[src/rtl/dmem_pkg.sv]
// Shared access-type codes, FSM states and byte-lane helpers for the
// data-memory sequencer.
package dmem_pkg;

   localparam logic [2:0] RW_B  = 3'b000;
   localparam logic [2:0] RW_H  = 3'b001;
   localparam logic [2:0] RW_W  = 3'b010;
   localparam logic [2:0] RW_BU = 3'b100;
   localparam logic [2:0] RW_HU = 3'b101;

   typedef enum logic [2:0] {
      S_IDLE,
      S_CPU1,
      S_CPU2,
      S_CRESP,
      S_HOST,
      S_HRESP
   } state_t;

   // Lane k sits at bits [31-8k:24-8k]; byte offset k of a word lands in lane k.
   function automatic int lane_base(input logic [1:0] k);
      return 24 - 8 * int'(k);
   endfunction

   function automatic logic [7:0] get_lane(input logic [31:0] w, input logic [1:0] k);
      return w[lane_base(k) +: 8];
   endfunction

   function automatic logic [31:0] put_lane(input logic [31:0] w, input logic [1:0] k,
                                            input logic [7:0] b);
      logic [31:0] r;
      r = w;
      r[lane_base(k) +: 8] = b;
      return r;
   endfunction

   // Unlisted codes: stores act as W, loads act as HU.
   function automatic int unsigned access_size(input logic [2:0] t, input logic is_store);
      int unsigned sz;
      case (t)
         RW_B, RW_BU: sz = 1;
         RW_H, RW_HU: sz = 2;
         RW_W:        sz = 4;
         default:     sz = is_store ? 4 : 2;
      endcase
      return sz;
   endfunction

endpackage

[src/rtl/dmem_lane_align.sv]
// Combinational lane placement for stores and lane extraction plus
// sign/zero extension for loads, across a lo/hi word pair.
module dmem_lane_align
   import dmem_pkg::*;
(
   input  logic [31:0] st_data,
   input  logic [2:0]  st_type,
   input  logic [1:0]  st_off,
   output logic [31:0] st_lo_data,
   output logic [31:0] st_hi_data,
   output logic [0:3]  st_lo_be,
   output logic [0:3]  st_hi_be,
   input  logic [31:0] ld_lo,
   input  logic [31:0] ld_hi,
   input  logic [2:0]  ld_type,
   input  logic [1:0]  ld_off,
   output logic [31:0] ld_result
);

   always_comb begin
      int unsigned sz;
      logic [2:0]  p;
      st_lo_data = '0;
      st_hi_data = '0;
      st_lo_be   = '0;
      st_hi_be   = '0;
      sz = access_size(st_type, 1'b1);
      for (int unsigned i = 0; i < 4; i++) begin
         p = 3'(st_off) + 3'(i);
         if (i < sz) begin
            if (!p[2]) begin
               st_lo_data = put_lane(st_lo_data, p[1:0], st_data[8*i +: 8]);
               st_lo_be[p[1:0]] = 1'b1;
            end else begin
               st_hi_data = put_lane(st_hi_data, p[1:0], st_data[8*i +: 8]);
               st_hi_be[p[1:0]] = 1'b1;
            end
         end
      end
   end

   always_comb begin
      logic [2:0]  p;
      logic [31:0] raw;
      raw       = '0;
      ld_result = '0;
      for (int unsigned i = 0; i < 4; i++) begin
         p = 3'(ld_off) + 3'(i);
         raw[8*i +: 8] = p[2] ? get_lane(ld_hi, p[1:0]) : get_lane(ld_lo, p[1:0]);
      end
      case (ld_type)
         RW_B:    ld_result = {{24{raw[7]}}, raw[7:0]};
         RW_BU:   ld_result = {24'b0, raw[7:0]};
         RW_H:    ld_result = {{16{raw[15]}}, raw[15:0]};
         RW_W:    ld_result = raw;
         default: ld_result = {16'b0, raw[15:0]};
      endcase
   end

endmodule

[src/rtl/dmem_arbiter.sv]
// Arbitrates the data RAM between the CPU MEM stage and the host port,
// sequencing CPU accesses into one or two byte-enabled word cycles.
module dmem_arbiter
   import dmem_pkg::*;
#(
   parameter int unsigned ADDR_W           = 6,
   parameter bit          RESET_GRANT_HOST = 1'b1
) (
   input  logic              clk,
   input  logic              rst_n,
   input  logic              cpu_req,
   input  logic              cpu_we,
   input  logic [2:0]        cpu_type,
   input  logic [31:0]       cpu_addr,
   input  logic [31:0]       cpu_wdata,
   output logic [31:0]       cpu_rdata,
   output logic              cpu_done,
   output logic              cpu_stall,
   input  logic              host_req,
   input  logic              host_we,
   input  logic [ADDR_W-1:0] host_addr,
   input  logic [31:0]       host_wdata,
   output logic [31:0]       host_rdata,
   output logic              host_ack,
   output logic              mem_en,
   output logic              mem_we,
   output logic [0:3]        mem_be,
   output logic [ADDR_W-1:0] mem_addr,
   output logic [31:0]       mem_wdata,
   input  logic [31:0]       mem_rdata
);

   state_t            state, state_nx;
   logic              last_grant, last_grant_nx;
   logic              lat_we, lat_we_nx;
   logic [2:0]        lat_type, lat_type_nx;
   logic [1:0]        lat_off, lat_off_nx;
   logic              lat_split, lat_split_nx;
   logic [ADDR_W-1:0] hi_addr, hi_addr_nx;
   logic [0:3]        hi_be, hi_be_nx;
   logic [31:0]       hi_wdata, hi_wdata_nx;
   logic [31:0]       first_word, first_word_nx;

   logic              en_nx, we_nx;
   logic [0:3]        be_nx;
   logic [ADDR_W-1:0] addr_nx;
   logic [31:0]       wdata_nx;

   logic [ADDR_W-1:0] cpu_idx;
   logic              cpu_split;
   logic [31:0]       st_lo_data, st_hi_data, ld_lo, ld_result;
   logic [0:3]        st_lo_be, st_hi_be;
   logic              unused_addr_hi;

   assign cpu_idx        = cpu_addr[ADDR_W+1:2];
   assign cpu_split      = (32'(cpu_addr[1:0]) + access_size(cpu_type, cpu_we)) > 32'd4;
   assign unused_addr_hi = ^cpu_addr[31:ADDR_W+2];
   assign ld_lo          = lat_split ? first_word : mem_rdata;

   dmem_lane_align u_align (
      .st_data    (cpu_wdata),
      .st_type    (cpu_type),
      .st_off     (cpu_addr[1:0]),
      .st_lo_data (st_lo_data),
      .st_hi_data (st_hi_data),
      .st_lo_be   (st_lo_be),
      .st_hi_be   (st_hi_be),
      .ld_lo      (ld_lo),
      .ld_hi      (mem_rdata),
      .ld_type    (lat_type),
      .ld_off     (lat_off),
      .ld_result  (ld_result)
   );

   assign cpu_done   = (state == S_CRESP);
   assign cpu_rdata  = (cpu_done && !lat_we) ? ld_result : '0;
   assign cpu_stall  = cpu_req & ~cpu_done;
   assign host_ack   = (state == S_HRESP);
   assign host_rdata = host_ack ? mem_rdata : '0;

   always_comb begin
      state_nx      = state;
      last_grant_nx = last_grant;
      lat_we_nx     = lat_we;
      lat_type_nx   = lat_type;
      lat_off_nx    = lat_off;
      lat_split_nx  = lat_split;
      hi_addr_nx    = hi_addr;
      hi_be_nx      = hi_be;
      hi_wdata_nx   = hi_wdata;
      first_word_nx = first_word;
      en_nx         = 1'b0;
      we_nx         = 1'b0;
      be_nx         = '0;
      addr_nx       = '0;
      wdata_nx      = '0;
      case (state)
         S_IDLE: begin
            // The second word of a split store is placed at grant time, so
            // the CPU may change its inputs once the first cycle is issued.
            if (cpu_req && (!host_req || last_grant)) begin
               state_nx      = S_CPU1;
               last_grant_nx = 1'b0;
               lat_we_nx     = cpu_we;
               lat_type_nx   = cpu_type;
               lat_off_nx    = cpu_addr[1:0];
               lat_split_nx  = cpu_split;
               hi_addr_nx    = cpu_idx + ADDR_W'(1);
               hi_be_nx      = cpu_we ? st_hi_be : '1;
               hi_wdata_nx   = cpu_we ? st_hi_data : '0;
               en_nx         = 1'b1;
               we_nx         = cpu_we;
               be_nx         = cpu_we ? st_lo_be : '1;
               addr_nx       = cpu_idx;
               wdata_nx      = cpu_we ? st_lo_data : '0;
            end else if (host_req) begin
               state_nx      = S_HOST;
               last_grant_nx = 1'b1;
               en_nx         = 1'b1;
               we_nx         = host_we;
               be_nx         = '1;
               addr_nx       = host_addr;
               wdata_nx      = host_wdata;
            end
         end
         S_CPU1: begin
            if (lat_split) begin
               state_nx = S_CPU2;
               en_nx    = 1'b1;
               we_nx    = lat_we;
               be_nx    = hi_be;
               addr_nx  = hi_addr;
               wdata_nx = hi_wdata;
            end else begin
               state_nx = S_CRESP;
            end
         end
         S_CPU2: begin
            first_word_nx = mem_rdata;
            state_nx      = S_CRESP;
         end
         S_CRESP: state_nx = S_IDLE;
         S_HOST:  state_nx = S_HRESP;
         S_HRESP: state_nx = S_IDLE;
         default: state_nx = S_IDLE;
      endcase
   end

   always_ff @(posedge clk or negedge rst_n) begin
      if (!rst_n) begin
         state      <= S_IDLE;
         last_grant <= RESET_GRANT_HOST;
         lat_we     <= 1'b0;
         lat_type   <= '0;
         lat_off    <= '0;
         lat_split  <= 1'b0;
         hi_addr    <= '0;
         hi_be      <= '0;
         hi_wdata   <= '0;
         first_word <= '0;
         mem_en     <= 1'b0;
         mem_we     <= 1'b0;
         mem_be     <= '0;
         mem_addr   <= '0;
         mem_wdata  <= '0;
      end else begin
         state      <= state_nx;
         last_grant <= last_grant_nx;
         lat_we     <= lat_we_nx;
         lat_type   <= lat_type_nx;
         lat_off    <= lat_off_nx;
         lat_split  <= lat_split_nx;
         hi_addr    <= hi_addr_nx;
         hi_be      <= hi_be_nx;
         hi_wdata   <= hi_wdata_nx;
         first_word <= first_word_nx;
         mem_en     <= en_nx;
         mem_we     <= we_nx;
         mem_be     <= be_nx;
         mem_addr   <= addr_nx;
         mem_wdata  <= wdata_nx;
      end
   end

endmodule

[config.mk]
export PLATFORM = sky130hd
export DESIGN_NAME = dmem_arbiter
export DESIGN_NICKNAME = d
export VERILOG_FILES = /design/src/rtl/dmem_pkg.sv /design/src/rtl/dmem_lane_align.sv /design/src/rtl/dmem_arbiter.sv
export SDC_FILE = /design/constraint.sdc
export NUM_CORES = 1
export LEC_CHECK = 0
export CORE_ASPECT_RATIO = 1.75
export CORE_UTILIZATION = 53
export DETAILED_ROUTE_END_ITERATION = 10
export GPL_ROUTABILITY_DRIVEN = 0
export PLACE_DENSITY = 0.86
export SYNTH_ARGS = -nofsm -noshare
export SYNTH_HDL_FRONTEND = slang
export SYNTH_SLANG_ARGS = --single-unit
[constraint.sdc]
create_clock -name clk -period 7.56 [get_ports clk]
set_clock_uncertainty 0.05 [all_clocks]
set_input_delay 1.512 -clock clk [delete_from_list [all_inputs] [get_ports clk]]
set_output_delay 1.512 -clock clk [all_outputs]
set_load 0.05 [all_outputs]
; ---- After elaboration in Yosys (flattened, before gate mapping)
; Index checks and enable logic that the tools add are counted.
[word_totals]
output_inout_bits = 111
reg_bits = 129
inputBits = 143
[op_classes]
n_addsub = 20
n_shift = 15
magnitude_cmp = 13
n_bitwise = 13
n_reduce_logical = 17
mux = 79
n_eq_ne = 13
[ops]
columns = op, count
row1 = two-way mux 32 bit, 21
row2 = variable part select 32 x 32 -> 8 bit, 7
row3 = bitwise mux 32 bit, 5
row4 = "variable shift 8 x 33 -> 32 bit, first input constant", 4
row5 = variable part select 8 x 33 -> 32 bit, 4
row6 = one-hot mux 32 bit (4 select lines), 1
row7 = negation 32 -> 33 bit, 3
row8 = two-way mux 4 bit, 18
row9 = AND 32 bit, 2
row10 = one-hot mux 32 bit (2 select lines), 1
row11 = "subtractor 5 x 5 -> 6 bit, first input constant", 8
row12 = negation 6 -> 33 bit, 1
row13 = adder 2 x 32 -> 32 bit, 1
row14 = "> comparator 32 x 3 -> 1 bit, second input constant", 1
row15 = two-way mux 8 bit, 3
row16 = OR 4 bit, 5
row17 = two-way mux 6 bit, 3
row18 = "== test 3 bit, second input constant", 5
row19 = two-way mux 1 bit, 13
row20 = "adder 2 x 2 -> 3 bit, second input constant", 4
row21 = "== test 3 x 2 -> 1 bit, second input constant", 4
row22 = ">= comparator 3 bit, second input constant", 4
row23 = "< comparator 3 x 1 -> 1 bit, second input constant", 4
row24 = inverter 2 -> 3 bit, 4
row25 = other kinds (23), 44

; ---- Longest topological paths before layout
[logic_depth]
depth_word = 18
ltp_mapped = 11
depth_no_buf = 8

; ---- Cells and area by module
; From an unflattened synthesis, not the netlist that was laid out.
[hier_totals]
hier_cells = 1001
hier_area_um2 = 9769.4
[by_module_without_submodules]
columns = module, cells_each, instances, area_per_inst_um2
row1 = dmem_arbiter, 538, 1, 6043.3
row2 = dmem_lane_align, 463, 1, 3726.1

; ---- Least setup slack after synthesis
; Ideal clock, no wire load.
[synth_path]
path_type = input to output
from = input port mem_rdata[7]
to = output port cpu_rdata[24]
arrival_ns = 3.332
cell_stages = 6
t_required_ns = 5.998
slack_ns = 2.666
path_cell_list = mux4_1 mux2i_1 or4_1 buf_2 a21boi_4 a31oi_1
[synth_between]
elab_chain_len = 5
[synth_rtl]
columns = element, line_no
row1 = from (decl), dmem_arbiter.sv:30  ; input logic [31:0] mem_rdata
row2 = two-way mux 32 bit, dmem_arbiter.sv:58  ; assign ld_lo = lat_split ? first_word : mem_rdata;
row3 = variable part select 32 x 32 -> 8 bit, dmem_pkg.sv:26  ; return w[lane_base(k) +: 8];
row4 = two-way mux 8 bit, dmem_lane_align.sv:49  ; raw[8*i +: 8] = p[2] ? get_lane(ld_hi, p[1:0]) : get_lane(ld_lo, p[1:0]);
row5 = one-hot mux 32 bit (4 select lines) *, dmem_lane_align.sv:51  ; case (ld_type)
row6 = two-way mux 32 bit *, dmem_arbiter.sv:76  ; assign cpu_rdata = (cpu_done && !lat_we) ? ld_result : '0;
row7 = to (decl), dmem_arbiter.sv:16  ; output logic [31:0] cpu_rdata,
; Every way passes the cells marked *; elsewhere a longest branch is shown, timed or not.

; ---- Worst setup path after layout
[layout_path]
from = input port mem_rdata[7]
to = output port cpu_rdata[26]
; The elaborated chain is that of the path after synthesis.

==> results.toml <==
[yosys]
synth_edf_count = 0
synth-seq-cells = 129
synth_nets = 1147
synth_top_area_share_pct = 34.62
syn_area_per_cell_sq_um = 9.364
seq_area_frac_synth_pct = 34.91
synth_compound_area_share_pct = 24.64
synthXorXnorAreaFrac_pct = 0.5680
yosysWarningCount = 0
synth_area_leaders = "dfrtp_1, mux4_2, mux2_2"
synthSimpleGateAreaFrac_pct = 17.74
yosys.area.top_type = "dfrtp_1"
ys_async_sr_fraction_pct = 100.0
synth_area_sq_um = 9251
synth-adder-area-share_pct = 2.245
muxShareOfSynthArea_pct = 15.20
synthCells = 988
synth_top_family_by_area = "compound AO/OA/AOI/OAI gates"
ys_types = 75
synth_ff_type = "dfrtp_1"

[critical_path]
crit_arrival_ns = 4.78
worstPathRequired_ns = 6.00
critPathKind = "input pin to output port"
reg2reg_to = "mem_wdata[13]"
worst_setup_path_start_kind = "input pin"
end_kind = "output port"
path_delay_family = "buffers and inverters"
crit_slowest_cell = "clkdlybuf4s50_1"
path_buf_inv = 2
cpMostUsedCell = "clkdlybuf4s50_1"
worstPathCellList = "clkdlybuf4s50_1 > mux4_1 > mux2i_1 > or4_1 > a21boi_4 > a31oi_1 > clkdlybuf4s50_1"
r2r_setup_slack_ns = 5.12
rr_worst_depth = 6
path_max_fanout = 16
rr_startpoint = "state[1]"
slowest_delay_ns = 0.77

[cells_and_area]
area_delta_synth_final_pct = 31.73
regArea_sq_um = 3229
final_util_pct = 71.58
final.fill_count = 1310
final_cell_mix = "clkdlybuf4s50_1, dfrtp_1, nand2_1"
multiInputGateArea_sq_um = 5613
final_common_cell = "clkdlybuf4s50_1"
final_nets = 1325
drive_gt1_share_pct = 12.14
design_area_sq_um = 12190

[pwr]
vdd_ir_drop_max_mv = 0.2036
finalPower_mw = 4.281
p_leak_nw = 4.787
power.density_nw_per_um2 = 351.3

[detailed_routing]
vias = 9605
wirelength_um = 34110
initialDrtViolationCount = 945
dr.pass1.iters = 7
vias_per_cell = 6.831
ant_nets = 0
drc = 0
wl_per_cell_um = 24.26

[timing]
post-route-period-util_pct = 83.94
setup_violations = 0
hold_violations = 0
drv_slew = 0
fmax_mhz = 157.6
totalNegativeSetupSlack_ns = 0
rsz0062_at_grt = "no"
worst_slew_pin_slew_ns = 1.236
fin_hold_ws_ns = 0.4325
slew_headroom_pct = 17.41
fin_crit_ns = 6.346

[cts]
htreeDepth = 4
ctsHoldBuffers = 0
post-cts-setup-buffers = 0
clk_latency_ns = 0.42
cts_sinks = 129
clock-root-buffer = "clkbuf_16"
clkTransAtPathRegs_ns = 0.06
clockBufferDepth = 2
cts-resized-gates = 0
cts-buffers-inserted = 17
cts_tree = "done"

[die]
die_height_um = 176.8
die-area_sq_um = 18010
fp.dieW_um = 101.9
initial_core_util_pct = 54.34
ioPinCount = 254
rows = 63
core_area_sq_um = 17030

[worst_hold_path]
min-delay-path-class = "register to register"
hp-start = "hi_addr[1]"
holdPathEnd = "hi_addr[1]"
holdPathStages = 2

[job]
drv_cap = 0

[grt]
grt_max_degree = 73
antenna_found_initial = 0
grt_use_total_pct = 38.88
grt_pass1_wl_um = 52450
grt_pass1_vias = 9671
grt_overflow = 0

[placement]
place_area_sq_um = 11600
port_buffers = 229
dp_hpwl_um = 24100

[status]
status = "finished, final reports clean"
-- worst max path at each step --
stage | from | to | slack, ns | depth (start not counted)
floorplan | mem_rdata[7] | cpu_rdata[24] | 2.67 | 6
global placement | mem_rdata[7] | cpu_rdata[26] | 1.32 | 7
detailed placement | mem_rdata[15] | cpu_rdata[26] | 1.27 | 7
CTS | mem_rdata[7] | cpu_rdata[26] | 1.26 | 7
global route | mem_rdata[7] | cpu_rdata[26] | 1.12 | 7
finish | mem_rdata[7] | cpu_rdata[26] | 1.21 | 7
-- where the power goes --
| group | internal [mW] | total (mW) | switching [mW] |
|---|---|---|---|
| Combinational | 0.938 | 2.37 | 1.43 |
| Sequential | 0.908 | 1.10 | 0.189 |
| Clock | 0.488 | 0.812 | 0.324 |
-- through the flow --
step / worst slack, ns / instances
after floorplan: 2.666 / 988
after global placement: 1.324 / 1374
after detailed placement: 1.268 / 1374
after CTS: 1.264 / 1405
after global routing: 1.115 / 1405
final: 1.214 / 1406
-- tightest hold or removal path: cells and delay by family (launching register included) --
family | cells | cell delay [ns]
DFF | 1 | 0.34
and+or+nand+nor | 2 | 0.11
-- cell usage after synthesis, types with 13 or more instances --
cell	instances
a21oi_1	68
nor3_1	21
and2_1	40
dfrtp_1	128
nand2_1	99
clkbuf_1	54
ha_1	15
o21ai_0	25
inv_1	17
a221oi_1	18
mux4_2	24
nor2_1	24
nand2b_1	16
a22oi_1	60
buf_2	26
nor3b_1	13
mux2i_1	31
nand3_1	23
o21ai_1	36
mux2_2	47
a221o_1	18
and3_1	16
-- metal layers --
layer  global-route usage, %  part of all wire, %  vias up
li1                        -                    -     4138
met1                   41.62                   31     4454
met2                   66.30                   50      780
met3                   8.965                   11      233
met4                   27.56                  7.8        0
met5                       0                    0        -
-- logic make-up after synthesis --
| kind of cell | count (synthesis) |
|---|---|
| AOI/OAI and AO/OA | 327 |
| and+or+nand+nor | 303 |
| DFF | 129 |
| buffers and inverters | 104 |
| muxes | 103 |
| adders and majority gates | 16 |
| xor gates and xnor gates | 6 |
-- cell type report --
type	instances	area share [%]
Sequential cell	129	26.50
Multi-Input combinational cell	755	46.06
Timing Repair Buffer	245	19.77
Clock inverter	14	1.273
Tap cell	227	2.331
Inverter	18	0.5544
Antenna cell	1	0.02053
Clock buffer	17	3.491
-- sequential cells by signal, indices dropped and copies added, names as in the netlist --
| name | count |
|---|---|
| mem_addr | 6 |
| mem_be | 4 |
| mem_wdata | 32 |
| hi_addr | 6 |
| mem_we | 1 |
| lat_we | 1 |
| first_word | 32 |
| lat_type | 3 |
| last_grant | 1 |
| lat_split | 1 |
| hi_wdata | 32 |
| lat_off | 2 |
| state | 3 |
| hi_be | 4 |
| mem_en | 1 |
Power figures use the tool's default switching activity.
